<file path="src/rtl/router_pkg.sv">
// Shared defaults and FSM state encoding for the output writer and its lane packer.
package router_pkg;

    localparam int SRAM_DATA_WIDTH_DEF = 64;
    localparam int ADDR_WIDTH_DEF      = 8;
    localparam int ROUTER_COUNT_DEF    = 4;
    localparam int DATA_WIDTH_DEF      = 8;

    typedef enum logic [1:0] {
        IDLE = 2'd0,
        PACK = 2'd1,
        DONE = 2'd2
    } ow_state_t;

    // Number of router beats that fill one SRAM word.
    function automatic int beats_per_word(input int sram_w, input int rows, input int lane_w);
        return sram_w / (rows * lane_w);
    endfunction

endpackage

</file>
<file path="src/rtl/output_word_packer.sv">
// Packs router beats into an SRAM word; word/word_done are combinational views of the beat being accepted.
module output_word_packer
    import router_pkg::*;
#(
    parameter int SRAM_DATA_WIDTH = SRAM_DATA_WIDTH_DEF,
    parameter int ROUTER_COUNT    = ROUTER_COUNT_DEF,
    parameter int DATA_WIDTH      = DATA_WIDTH_DEF
) (
    input  logic                                     clk,
    input  logic                                     srst,
    input  logic                                     clear,
    input  logic                                     beat_accept,
    input  logic                                     flush,
    input  logic [ROUTER_COUNT-1:0][DATA_WIDTH-1:0]  data,
    output logic                                     word_done,
    output logic [SRAM_DATA_WIDTH-1:0]               word
);

    localparam int BPW    = beats_per_word(SRAM_DATA_WIDTH, ROUTER_COUNT, DATA_WIDTH);
    localparam int BEAT_W = ROUTER_COUNT * DATA_WIDTH;
    localparam int CNT_W  = (BPW > 1) ? $clog2(BPW) : 1;
    localparam logic [CNT_W-1:0] CNT_LAST = CNT_W'(BPW - 1);
    localparam logic [CNT_W-1:0] CNT_ONE  = CNT_W'(1);

    logic [SRAM_DATA_WIDTH-1:0] pack_reg;
    logic [CNT_W-1:0]           beat_cnt_reg;
    logic [SRAM_DATA_WIDTH-1:0] word_next;

    // Lanes not yet filled stay zero because pack_reg is cleared after every emitted word.
    generate
        for (genvar gi = 0; gi < BPW; gi++) begin : g_beat
            assign word_next[gi*BEAT_W +: BEAT_W] =
                (beat_accept && beat_cnt_reg == CNT_W'(gi)) ? data : pack_reg[gi*BEAT_W +: BEAT_W];
        end
        if (BPW * BEAT_W < SRAM_DATA_WIDTH) begin : g_pad
            assign word_next[SRAM_DATA_WIDTH-1:BPW*BEAT_W] = '0;
        end
    endgenerate

    assign word      = word_next;
    assign word_done = beat_accept && (beat_cnt_reg == CNT_LAST || flush);

    always_ff @(posedge clk) begin
        if (srst || clear) begin
            pack_reg     <= '0;
            beat_cnt_reg <= '0;
        end else if (word_done) begin
            pack_reg     <= '0;
            beat_cnt_reg <= '0;
        end else if (beat_accept) begin
            pack_reg     <= word_next;
            beat_cnt_reg <= beat_cnt_reg + CNT_ONE;
        end
    end

endmodule

</file>
<file path="src/rtl/output_writer.sv">
// Streams router beats into consecutive SRAM words between a start and end address, then reports done.
module output_writer
    import router_pkg::*;
#(
    parameter int SRAM_DATA_WIDTH = SRAM_DATA_WIDTH_DEF,
    parameter int ADDR_WIDTH      = ADDR_WIDTH_DEF,
    parameter int ROUTER_COUNT    = ROUTER_COUNT_DEF,
    parameter int DATA_WIDTH      = DATA_WIDTH_DEF
) (
    input  logic                                     i_clk,
    input  logic                                     i_rst,
    input  logic                                     i_en,
    input  logic                                     i_reg_clear,
    input  logic [ADDR_WIDTH-1:0]                    i_start_addr,
    input  logic [ADDR_WIDTH-1:0]                    i_addr_end,
    input  logic [ROUTER_COUNT-1:0][DATA_WIDTH-1:0]  i_data,
    input  logic                                     i_valid,
    input  logic                                     i_flush,
    output logic                                     o_ready,
    output logic                                     o_sram_write_en,
    output logic [ADDR_WIDTH-1:0]                    o_sram_write_addr,
    output logic [SRAM_DATA_WIDTH-1:0]               o_sram_data,
    output logic                                     o_done,
    output logic [ADDR_WIDTH:0]                      o_word_count
);

    localparam logic [ADDR_WIDTH-1:0] ADDR_ONE  = ADDR_WIDTH'(1);
    localparam logic [ADDR_WIDTH:0]   COUNT_ONE = (ADDR_WIDTH + 1)'(1);

    ow_state_t                  state_reg;
    logic [ADDR_WIDTH-1:0]      addr_reg;
    logic [ADDR_WIDTH-1:0]      end_reg;
    logic [ADDR_WIDTH:0]        word_count_reg;
    logic                       ready_reg;
    logic                       done_reg;
    logic                       write_en_reg;
    logic [ADDR_WIDTH-1:0]      write_addr_reg;
    logic [SRAM_DATA_WIDTH-1:0] write_data_reg;

    logic                       soft_rst;
    logic                       start;
    logic                       beat_accept;
    logic                       word_done;
    logic [SRAM_DATA_WIDTH-1:0] word;

    assign soft_rst    = i_rst || i_reg_clear;
    assign start       = (state_reg == IDLE || state_reg == DONE) && i_en;
    assign beat_accept = i_valid && ready_reg;

    output_word_packer #(
        .SRAM_DATA_WIDTH (SRAM_DATA_WIDTH),
        .ROUTER_COUNT    (ROUTER_COUNT),
        .DATA_WIDTH      (DATA_WIDTH)
    ) u_packer (
        .clk         (i_clk),
        .srst        (soft_rst),
        .clear       (start),
        .beat_accept (beat_accept),
        .flush       (i_flush),
        .data        (i_data),
        .word_done   (word_done),
        .word        (word)
    );

    always_ff @(posedge i_clk) begin
        if (soft_rst) begin
            state_reg      <= IDLE;
            addr_reg       <= '0;
            end_reg        <= '0;
            word_count_reg <= '0;
            ready_reg      <= 1'b0;
            done_reg       <= 1'b0;
            write_en_reg   <= 1'b0;
            write_addr_reg <= '0;
            write_data_reg <= '0;
        end else begin
            write_en_reg <= 1'b0;
            case (state_reg)
                IDLE, DONE: begin
                    if (i_en) begin
                        addr_reg       <= i_start_addr;
                        end_reg        <= i_addr_end;
                        word_count_reg <= '0;
                        // An empty range completes immediately without touching SRAM.
                        if (i_start_addr > i_addr_end) begin
                            state_reg <= DONE;
                            ready_reg <= 1'b0;
                            done_reg  <= 1'b1;
                        end else begin
                            state_reg <= PACK;
                            ready_reg <= 1'b1;
                            done_reg  <= 1'b0;
                        end
                    end
                end
                PACK: begin
                    if (word_done) begin
                        write_en_reg   <= 1'b1;
                        write_addr_reg <= addr_reg;
                        write_data_reg <= word;
                        addr_reg       <= addr_reg + ADDR_ONE;
                        word_count_reg <= word_count_reg + COUNT_ONE;
                        // Terminating on the end address means an end of all-ones never wraps to 0.
                        if (addr_reg == end_reg || i_flush) begin
                            state_reg <= DONE;
                            ready_reg <= 1'b0;
                            done_reg  <= 1'b1;
                        end
                    end
                end
                default: begin
                    state_reg <= IDLE;
                    ready_reg <= 1'b0;
                    done_reg  <= 1'b0;
                end
            endcase
        end
    end

    assign o_ready           = ready_reg;
    assign o_done            = done_reg;
    assign o_word_count      = word_count_reg;
    assign o_sram_write_en   = write_en_reg;
    assign o_sram_write_addr = write_addr_reg;
    assign o_sram_data       = write_data_reg;

endmodule

</file>
<file path="config.mk">
export PLATFORM = sky130hd
export DESIGN_NAME = output_writer
export DESIGN_NICKNAME = d
export VERILOG_FILES = /design/src/rtl/router_pkg.sv /design/src/rtl/output_word_packer.sv /design/src/rtl/output_writer.sv
export SDC_FILE = /design/constraint.sdc
export NUM_CORES = 1
export LEC_CHECK = 0
export CORE_MARGIN = 4
export CORE_UTILIZATION = 35
export DETAILED_ROUTE_END_ITERATION = 7
export DONT_BUFFER_PORTS = 1
export HOLD_SLACK_MARGIN = 0.05
export PLACE_DENSITY = 0.51
export SYNTH_ARGS = -nofsm -noshare
export SYNTH_HDL_FRONTEND = slang
export SYNTH_SLANG_ARGS = --single-unit
</file>
<file path="constraint.sdc">
create_clock -name i_clk -period 2.3 [get_ports i_clk]
set_clock_uncertainty 0.2 [all_clocks]
set_input_delay 0.46 -clock i_clk [delete_from_list [all_inputs] [get_ports i_clk]]
set_output_delay 0.46 -clock i_clk [all_outputs]
set_load 0.005 [all_outputs]
</file>
==> impl_metrics.ini <==
[cts]
clk_latency_ns = 0.42
cts_sinks = 166
cts_resized = 0
root_buffer = clkbuf_16
cts_buffers = 17
tritoncts = done
path_clk_slew_ns = 0.07
htreeDepth = 4
clk_path_buf_depth = 2

[timing]
fmax_ghz = 0.498
setup_ws_ns = 0.293
tightest_slew_ns = 0.578
rsz0062_at_grt = false
hold_viol = 0
period_share_pct = 87.2
drv_slew = 0
maxSlewHeadroom_pct = 61.5
fin_crit_ns = 2.01
setup_viol = 0
tns_ns = 0

[drt]
wl_per_cell_um = 16.8
vias_per_cell = 5.08
vias = 4764
post-route-drc-count = 0
dr.pass1.iters = 4
postRouteAntennaNets = 0
wirelength_um = 15800
drt_iter0_drc = 190

[place]
placed_area_um2 = 6550
dpl.hpwl_um = 10600
portBuffers = 0
gp_congestion = 0.827
preCtsSetupSlack_ns = 0.294

[worst_setup_path]
critPathLaunchType = flip-flop
crit_type = reg -> reg
endpoint_kind = flip-flop
crit_required_ns = 2.42
cp_max_fo = 57
arrival_ns = 2.12

[logic_synthesis]
synthDistinctLibCells = 45
netlist.top_cell.by_area = dfxtp_1
ys.flop_type = dfxtp_1
synthMuxAreaShare_pct = 10.3
synth-warning-count = 0
netlist_area_um2 = 6330
async_flop_share_pct = 0
seq_area_frac_synth_pct = 52.5
synth_top_family_by_area = simple AND/OR/NAND/NOR gates
synth_area_per_cell_um2 = 9.45
yosysMostFrequentCell = dfxtp_1
netlist.area_leader.share_pct = 52.5
synth-edff-count = 0
synthTopCellsByCount = dfxtp_1 (166), nor2_1 (149), a211oi_1 (66), mux2i_1 (65), nand2_1 (48)
netlist_instances = 670
synthTopCellsByArea = dfxtp_1 (52%), mux2i_1 (10%), nor2_1 (8.8%)
synth.net_count = 734
ys_ff_latch = 166
synth_compound_area_share_pct = 13.2
synth-xor-area-share_pct = 2.07
synthSimpleGateAreaFrac_pct = 15.1
synthAdderAreaFrac_pct = 1.98

[floorplanning]
core_um2 = 17500
die_w_um = 143
io_pins = 138
die_h_um = 143
start_util_pct = 36.1
num_rows = 48
design.die.area_um2 = 20300

[grt]
grt_pass1_wl_um = 25500
grt_start_max_net_pins = 63
antenna_found_initial = 0
grt_overflow = 0
grt_pass1_vias = 4766
grt_usage_pct = 15.7

[final_layout]
drive_gt1_share_pct = 7.85
regArea_um2 = 3320
nFillCells = 1727
multi_input_area_um2 = 2720
fin_nets = 764
syn2layout_area_growth_pct = 19.8
diodes = 0
final_area_um2 = 7590
fin_util_pct = 43.3

[flow_run]
drv_cap = 0

[power_and_ir_drop]
p_leak_nw = 3.08
peakVddDrop_mv = 0.500
cellPowerDensity_nw_per_um2 = 811

[status]
status = finished, final reports clean

[min_path]
hold_path_class = in -> reg
## placed cells by master (no fill, tap or decap), drive strengths merged, types with 2 or more instances in the layout
| cell type | n |
|---|---|
| a211oi | 66 |
| a21oi | 30 |
| a22o | 2 |
| a22oi | 3 |
| a31oi | 2 |
| and2 | 3 |
| and3 | 3 |
| buf | 17 |
| bufinv | 2 |
| clkbuf | 19 |
| clkinv | 5 |
| dfxtp | 166 |
| dlygate4sd3 | 43 |
| ha | 10 |
| inv | 15 |
| mux2i | 65 |
| nand2 | 48 |
| nand2b | 2 |
| nand3 | 6 |
| nand4 | 7 |
| nor2 | 150 |
| nor3 | 3 |
| nor4 | 2 |
| o21ai | 11 |
| or2 | 2 |
| xnor2 | 2 |
| xor2 | 13 |
## timing repair
item                                   4_1_cts  5_1_grt
endpoints found under the hold margin       72        1
hold buffers                                42        1
setup buffers                                0        0
## worst max-delay path: stages, from the launching register on
cell and delay, ns:
dfxtp_1 0.50, o211ai_1 0.28, nor2_4 0.27, buf_12 0.28
nor2_1 0.08, a211oi_1 0.26
## power by group
part | internal [W] | switching [W]
Sequential | 0.00289 | 0.0000169
Clock | 0.00169 | 0.00125
Combinational | 0.000134 | 0.000168
## logic make-up (layout without fill, tap and decap cells)
logic type	Yosys count	in the layout
AND/OR/NAND/NOR	232	232
AO/OA/AOI/OAI	124	124
flip-flops	166	166
multiplexers	65	65
XOR/XNOR	15	15
buffers and inverters	58	101
adder cells (fa/ha/maj)	10	10
## final cells by class
class                           instances  area share, %
Sequential cell                       166           43.8
Tap cell                              225           3.71
Timing Repair Buffer                   60           8.18
Inverter                                9          0.445
Clock inverter                         13           2.08
Clock buffer                           19           5.97
Multi-Input combinational cell        446           35.8
## path summary, 6_finish.rpt
check,start,end,slack [ns],cells after the start
max,o_ready,o_sram_data[49],0.29,5
min,i_data[8],u_packer.pack_reg[8],0.07,2
max reg2reg,o_ready,o_sram_data[49],0.29,5
min reg2reg,end_reg[7],end_reg[7],0.27,2
## routing by layer
metal | part of all wire [%] | track usage (%) | vias up
met1 | 44 | 19.4 | 2229
met3 | 8.4 | 5.91 | 18
met4 | 1.8 | 5.55 | 0
li1 | - | - | 2382
met5 | 0 | 0 | -
met2 | 46 | 25.1 | 135
## metrics by stage
| step | instances | hold slack [ns] | total power (W) |
|---|---|---|---|
| 2_1_floorplan | 670 | 0.248 | 0.00314 |
| 3_3_place_gp | 863 | 0.261 | 0.00320 |
| 3_5_place_dp | 863 | 0.266 | 0.00320 |
| 4_1_cts | 937 | 0.0511 | 0.00622 |
| 5_1_grt | 938 | 0.0804 | 0.00637 |
| 6_report | 938 | 0.0679 | 0.00616 |
Power figures use the tool's default switching activity.
